===== src/rtl/jtdd_snd_pkg.sv =====
// Shared constants for the Double Dragon sound post-processor.
// Holds the FX gain table, datapath widths and the output saturation limits.
package jtdd_snd_pkg;

  localparam int unsigned SND_W    = 16;
  localparam int unsigned PROD_W   = 20;
  localparam int unsigned FRAC_DEF = 8;
  localparam int unsigned ACC_W    = SND_W + FRAC_DEF + 2;

  // Gain in quarter steps, indexed by fxlevel: {2,4,6,8} -> x0.5, x1, x1.5, x2
  localparam logic [15:0] GAIN_TAB = {4'd8, 4'd6, 4'd4, 4'd2};

  localparam logic signed [PROD_W-1:0] SAT_MAX = PROD_W'(32767);
  localparam logic signed [PROD_W-1:0] SAT_MIN = PROD_W'(-32768);

  function automatic logic [3:0] gain_of(input logic [1:0] lvl);
    return GAIN_TAB[{lvl, 2'b00} +: 4];
  endfunction

endpackage


===== src/rtl/jtdd_snd_dcblk.sv =====
// DC-blocking high-pass stage (one clock of latency).
//   clk, rst      : clock, asynchronous active-high reset
//   in_valid, x   : input sample and its strobe (x held stable by the caller)
//   out_valid, y  : filtered sample, registered, with a one-cycle strobe
// With DC_EN=0 the stage is a plain register of x.
module jtdd_snd_dcblk
  import jtdd_snd_pkg::*;
#(
  parameter int unsigned DC_EN = 1,
  parameter int unsigned KDC   = 8,
  parameter int unsigned FRAC  = 8
) (
  input  logic                    clk,
  input  logic                    rst,
  input  logic                    in_valid,
  input  logic signed [SND_W-1:0] x,
  output logic                    out_valid,
  output logic signed [SND_W-1:0] y
);

  localparam int unsigned AccW = SND_W + FRAC + 2;
  localparam logic signed [AccW-1:0] YMax = AccW'(32767);
  localparam logic signed [AccW-1:0] YMin = AccW'(-32768);

  logic signed [AccW-1:0]  acc_q, acc_d, y_full;
  logic signed [SND_W-1:0] xprev_q, y_sat;
  logic signed [SND_W:0]   diff;

  always_comb begin
    diff   = {x[SND_W-1], x} - {xprev_q[SND_W-1], xprev_q};
    acc_d  = acc_q + (AccW'(diff) <<< FRAC) - (acc_q >>> KDC);
    y_full = acc_d >>> FRAC;
    // A full-scale step can push the filter output past 16 bits; clamp so the
    // gain stage product stays within its 20-bit range.
    if (y_full > YMax)      y_sat = 16'sh7fff;
    else if (y_full < YMin) y_sat = 16'sh8000;
    else                    y_sat = y_full[SND_W-1:0];
  end

  always_ff @(posedge clk or posedge rst) begin
    if (rst) begin
      acc_q     <= '0;
      xprev_q   <= '0;
      y         <= '0;
      out_valid <= 1'b0;
    end else begin
      out_valid <= in_valid;
      if (in_valid) begin
        xprev_q <= x;
        if (DC_EN != 0) begin
          acc_q <= acc_d;
          y     <= y_sat;
        end else begin
          y     <= x;
        end
      end
    end
  end

endmodule


===== src/rtl/jtdd_snd_post.sv =====
// Sound post-processor after the Double Dragon game top.
// Edge-detects the sample strobe, removes DC, applies the FX gain, saturates
// and emits a one-cycle valid three clocks after the strobe edge.
//   clk, rst     : 24 MHz sound clock, asynchronous active-high reset
//   sample_in    : game sample strobe (rising edge = new snd_in)
//   snd_in       : signed game sound
//   fxlevel      : gain select 0..3 = x0.5, x1, x1.5, x2
//   enable       : 0 mutes snd_out (filter keeps running)
//   clr_clip     : clears clip_sticky
//   snd_out      : processed sample, held between valids
//   snd_valid    : one-cycle pulse on update
//   clip         : one-cycle pulse with snd_valid when saturation occurred
//   clip_sticky  : latched clip indicator for the debug/OSD path
module jtdd_snd_post
  import jtdd_snd_pkg::*;
#(
  parameter int unsigned DC_EN = 1,
  parameter int unsigned KDC   = 8,
  parameter int unsigned FRAC  = 8
) (
  input  logic                    clk,
  input  logic                    rst,
  input  logic                    sample_in,
  input  logic signed [SND_W-1:0] snd_in,
  input  logic [1:0]              fxlevel,
  input  logic                    enable,
  input  logic                    clr_clip,
  output logic signed [SND_W-1:0] snd_out,
  output logic                    snd_valid,
  output logic                    clip,
  output logic                    clip_sticky
);

  logic                    sample_d_q, v0_q, v1, sample_edge;
  logic signed [SND_W-1:0] x_q, y;

  logic signed [PROD_W-1:0] y_ext, g_ext, prod, p;
  logic signed [SND_W-1:0]  sat_val;
  logic                     sat_hit;

  assign sample_edge = sample_in & ~sample_d_q;

  // sample_d resets high so a strobe already high at reset release is ignored
  always_ff @(posedge clk or posedge rst) begin
    if (rst) begin
      sample_d_q <= 1'b1;
      v0_q       <= 1'b0;
      x_q        <= '0;
    end else begin
      sample_d_q <= sample_in;
      v0_q       <= sample_edge;
      if (sample_edge) x_q <= snd_in;
    end
  end

  jtdd_snd_dcblk #(
    .DC_EN (DC_EN),
    .KDC   (KDC),
    .FRAC  (FRAC)
  ) u_dcblk (
    .clk       (clk),
    .rst       (rst),
    .in_valid  (v0_q),
    .x         (x_q),
    .out_valid (v1),
    .y         (y)
  );

  // Gain and saturation share one cycle so the edge-to-valid latency is 3.
  always_comb begin
    y_ext = PROD_W'(y);
    g_ext = PROD_W'(gain_of(fxlevel));
    prod  = y_ext * g_ext;
    p     = prod >>> 2;
    if (p > SAT_MAX) begin
      sat_val = 16'sh7fff;
      sat_hit = 1'b1;
    end else if (p < SAT_MIN) begin
      sat_val = 16'sh8000;
      sat_hit = 1'b1;
    end else begin
      sat_val = p[SND_W-1:0];
      sat_hit = 1'b0;
    end
  end

  always_ff @(posedge clk or posedge rst) begin
    if (rst) begin
      snd_out     <= '0;
      snd_valid   <= 1'b0;
      clip        <= 1'b0;
      clip_sticky <= 1'b0;
    end else begin
      snd_valid <= v1;
      clip      <= v1 & enable & sat_hit;
      if (v1) snd_out <= enable ? sat_val : '0;
      // set has priority over clear
      if (v1 && enable && sat_hit) clip_sticky <= 1'b1;
      else if (clr_clip)           clip_sticky <= 1'b0;
    end
  end

endmodule


===== config.mk =====
export PLATFORM = sky130hd
export DESIGN_NAME = jtdd_snd_post
export DESIGN_NICKNAME = d
export VERILOG_FILES = /design/src/rtl/jtdd_snd_pkg.sv /design/src/rtl/jtdd_snd_dcblk.sv /design/src/rtl/jtdd_snd_post.sv
export SDC_FILE = /design/constraint.sdc
export NUM_CORES = 1
export LEC_CHECK = 0
export ABC_AREA = 1
export BUFFER_PORTS_ARGS = -buffer_cell sky130_fd_sc_hd__buf_2
export CAP_MARGIN = 15
export CORE_ASPECT_RATIO = 1.2
export CORE_UTILIZATION = 55
export DETAILED_ROUTE_END_ITERATION = 12
export PLACE_DENSITY = 0.71
export SLEW_MARGIN = 20
export SYNTH_ARGS = -nofsm -noshare
export SYNTH_HDL_FRONTEND = slang
export SYNTH_SLANG_ARGS = --single-unit

===== constraint.sdc =====
create_clock -name clk -period 11.3 [get_ports clk]
set_input_delay 2.26 -clock clk [delete_from_list [all_inputs] [get_ports clk]]
set_output_delay 2.26 -clock clk [all_outputs]
set_load 0.05 [all_outputs]

==> results.ini <==
[run_status]
status = finished clean

[synthesis]
synth.lib_cells_used.distinct = 40
synthesized_instance_count = 1184
synth.net_count = 1343
synth-seq-cells = 96
synthesis.area_per_instance_um2 = 7.32
ys_seq_area_frac = 0.277
ys_warn_count = 0
post_synth_instance_area_um2 = 8660

[timing]
finalSetupTns_ns = 0
finalCritPeriodShare = 0.517
finClkSkew_ns = 0.0137
maxClockFrequency_mhz = 171
final_hold_viol_count = 0
slew-limit-headroom = 0.361
worst_slack_ns = 5.46
slew_violations = 0
grt_setup_unrepaired = false
worst_pin_slew_ns = 0.958
finalCriticalPeriod_ns = 5.84
timing.final.setup_violations = 0

[die]
die_height_um = 139
initial_core_util = 0.570
boundaryPins = 42
die_w_um = 117
fp.dieArea_um2 = 16300
placement_rows = 49
core-area_um2 = 15200

[cts]
cts_root_buffer = sky130_fd_sc_hd__clkbuf_16
later_pin_clock_latency_in_the_skew_report_ns = 0.36
holdBufCountCts = 0
cts-resized-gates = 0
htree_levels = 3
total_cts_buffers = 9
cts.sink_count = 96
tritoncts = built
cts-root-to-sink-buffers = 2
clk_transition_reported_paths_ns = 0.08
post-cts-setup-buffers = 0

[placed_design]
place.port_buffers = 41
place.gp.congestion = 0.925
dpl_worst_slack_ns = 5.08
place.detailed.hpwl_um = 15300

[detailed_routing]
detail-route-antenna-nets = 0
vias_per_cell = 5.14
detail_route.drc_violations = 0
overall_via_count_from_detail_route = 7313
post_dr_wirelength_cell_um = 13.3
totalWireLength_um = 18900
drt_pre_antenna_iters = 6
first_iter_violations = 358

[worst_setup_path]
cp-end-kind = flip-flop
cp-start-kind = input port
worst-endpoint-required_ns = 11.54
worstPathMaxFanout = 11
crit_type = in -> reg
arrival_time_worst_endpoint_ns = 6.08

[run]
timing.max_cap.violations = 0

[layout]
layout_common_cells = sky130_fd_sc_hd__nand2_1 (360), sky130_fd_sc_hd__inv_1 (214), sky130_fd_sc_hd__ha_1 (101)
fraction_of_final_layout_cells_sized_beyond_drive_strength_1 = 0.0878
design.final.nets = 1373
final_common_cell = sky130_fd_sc_hd__nand2_1
finish.utilization = 0.612
antennaDiodeCount = 0
flow.area_growth_from_synthesis_pct = 7.50
final.fill_count = 1495

[global_route]
groute.usage.overall = 0.253
grt_start_max_net_pins = 82
grt.overflow.total = 0
via_count_of_the_first_global_routing_pass = 7122
first_pass_grt_wire_length_um = 32100
grt_antenna_before_repair = 0

[min_path]
min_path_type = reg -> reg

-- worst paths after layout --
check                                  start           endpoint  slack [ns]  depth (start not counted)
max reg2reg                           x_q[2]      u_dcblk.y[11]        6.61                         21
max in group asynchronous                rst               v0_q        8.20                          3
min in group asynchronous                rst  u_dcblk.out_valid        1.84                          2
min reg2reg                u_dcblk.out_valid          snd_valid        0.45                          0
max                               fxlevel[0]        snd_out[12]        5.46                         20
min                        u_dcblk.out_valid          snd_valid        0.45                          0
-- worst max-delay path, cell delays in order --
cell                      delay (ns)
sky130_fd_sc_hd__buf_2          0.09
sky130_fd_sc_hd__inv_1          0.05
sky130_fd_sc_hd__ha_1           0.19
sky130_fd_sc_hd__nor2_1         0.54
sky130_fd_sc_hd__inv_1          0.22
sky130_fd_sc_hd__nand2_1        0.27
sky130_fd_sc_hd__fa_1           0.44
sky130_fd_sc_hd__inv_1          0.07
sky130_fd_sc_hd__ha_1           0.23
sky130_fd_sc_hd__ha_1           0.35
sky130_fd_sc_hd__a21oi_1        0.22
sky130_fd_sc_hd__o21ai_0        0.11
sky130_fd_sc_hd__a21oi_1        0.23
sky130_fd_sc_hd__nand2_1        0.11
sky130_fd_sc_hd__nand2_1        0.07
sky130_fd_sc_hd__nand2_1        0.05
sky130_fd_sc_hd__nand2_1        0.09
sky130_fd_sc_hd__nand2_1        0.24
sky130_fd_sc_hd__nand3_1        0.17
sky130_fd_sc_hd__nand3_1        0.07
-- layout make-up --
type,count,area [um2],area share
clock inverter,7,60.1,0.00645
inverter,215,810,0.0869
tap,204,255,0.0274
clock buffer,9,225,0.0242
multi-input combinational,848,5330,0.572
sequential,96,2400,0.258
timing repair buffer,44,228,0.0245
-- cells in the mapped netlist --
master / n / area (um2)
sky130_fd_sc_hd__nand2_1: 360 / 1350
sky130_fd_sc_hd__inv_1: 215 / 807
sky130_fd_sc_hd__ha_1: 101 / 1260
sky130_fd_sc_hd__dfrtp_1: 95 / 2380
sky130_fd_sc_hd__nor2_1: 61 / 229
sky130_fd_sc_hd__o21ai_0: 57 / 285
sky130_fd_sc_hd__nand3_1: 56 / 280
sky130_fd_sc_hd__a21oi_1: 53 / 265
sky130_fd_sc_hd__fa_1: 35 / 701
sky130_fd_sc_hd__xor2_1: 27 / 236
sky130_fd_sc_hd__clkbuf_1: 19 / 71.3
sky130_fd_sc_hd__nand2_2: 15 / 93.8
sky130_fd_sc_hd__xnor2_1: 14 / 123
sky130_fd_sc_hd__a21oi_2: 13 / 114
sky130_fd_sc_hd__nand4_1: 13 / 81.3
sky130_fd_sc_hd__a31oi_1: 6 / 37.5
sky130_fd_sc_hd__nor2_2: 6 / 37.5
sky130_fd_sc_hd__nand3_2: 5 / 50.1
sky130_fd_sc_hd__o21bai_1: 4 / 30.0
sky130_fd_sc_hd__and2_1: 3 / 18.8
sky130_fd_sc_hd__nor3_1: 3 / 15.0
sky130_fd_sc_hd__a21o_1: 2 / 15.0
sky130_fd_sc_hd__and3_1: 2 / 12.5
sky130_fd_sc_hd__buf_1: 2 / 7.51
sky130_fd_sc_hd__or2_2: 2 / 12.5
sky130_fd_sc_hd__buf_12: 1 / 20.0
sky130_fd_sc_hd__buf_2: 1 / 5.00
sky130_fd_sc_hd__buf_4: 1 / 7.51
sky130_fd_sc_hd__buf_6: 1 / 11.3
sky130_fd_sc_hd__dfstp_2: 1 / 26.3
sky130_fd_sc_hd__nand2_4: 1 / 11.3
sky130_fd_sc_hd__nor2_4: 1 / 11.3
sky130_fd_sc_hd__nor4_1: 1 / 6.26
sky130_fd_sc_hd__o211ai_1: 1 / 7.51
sky130_fd_sc_hd__o21a_1: 1 / 7.51
sky130_fd_sc_hd__o21ai_1: 1 / 5.00
sky130_fd_sc_hd__o21ai_2: 1 / 8.76
sky130_fd_sc_hd__o31ai_1: 1 / 7.51
sky130_fd_sc_hd__or2_0: 1 / 6.26
sky130_fd_sc_hd__or2_1: 1 / 6.26
-- registers in the layout (all words and copies together), names as in the netlist --
name	cells
snd_out	16
u_dcblk.y	16
u_dcblk.out_valid	1
clip	1
u_dcblk.xprev_q	16
u_dcblk.acc_q	26
x_q	16
sample_d_q	1
v0_q	1
clip_sticky	1
snd_valid	1
-- per-layer routing --
metal | vias up | global-route usage | wire length [um]
li1 | 3751 | - | -
met1 | 3373 | 0.282 | 7740
met2 | 127 | 0.455 | 9680
met3 | 62 | 0.0335 | 488
met4 | 0 | 0.137 | 980
met5 | - | 0 | 0
-- through the flow --
step / cells / cell area (um2) / hold slack, ns
after detailed placement: 1407 / 9030 / 0.434
final: 1423 / 9310 / 0.449
after global routing: 1423 / 9310 / 0.463
after CTS: 1423 / 9310 / 0.452
after floorplan: 1184 / 8660 / 0.352
after global placement: 1407 / 9030 / 0.443
-- kinds of logic (layout without fill, tap and decap cells) --
kind of cell    count (synthesis)  after routing  synth area share
fa+ha+maj                     136            136             0.227
simple gates                  531            531             0.257
buf+inv                       240            275             0.107
xor+xnor                       41             41            0.0415
compound gates                140            140            0.0904
flops                          96             96             0.277
Power is left out: the tool's default activity adds up to more than one toggle a clock period on the data nets, which glitch-free logic cannot reach.
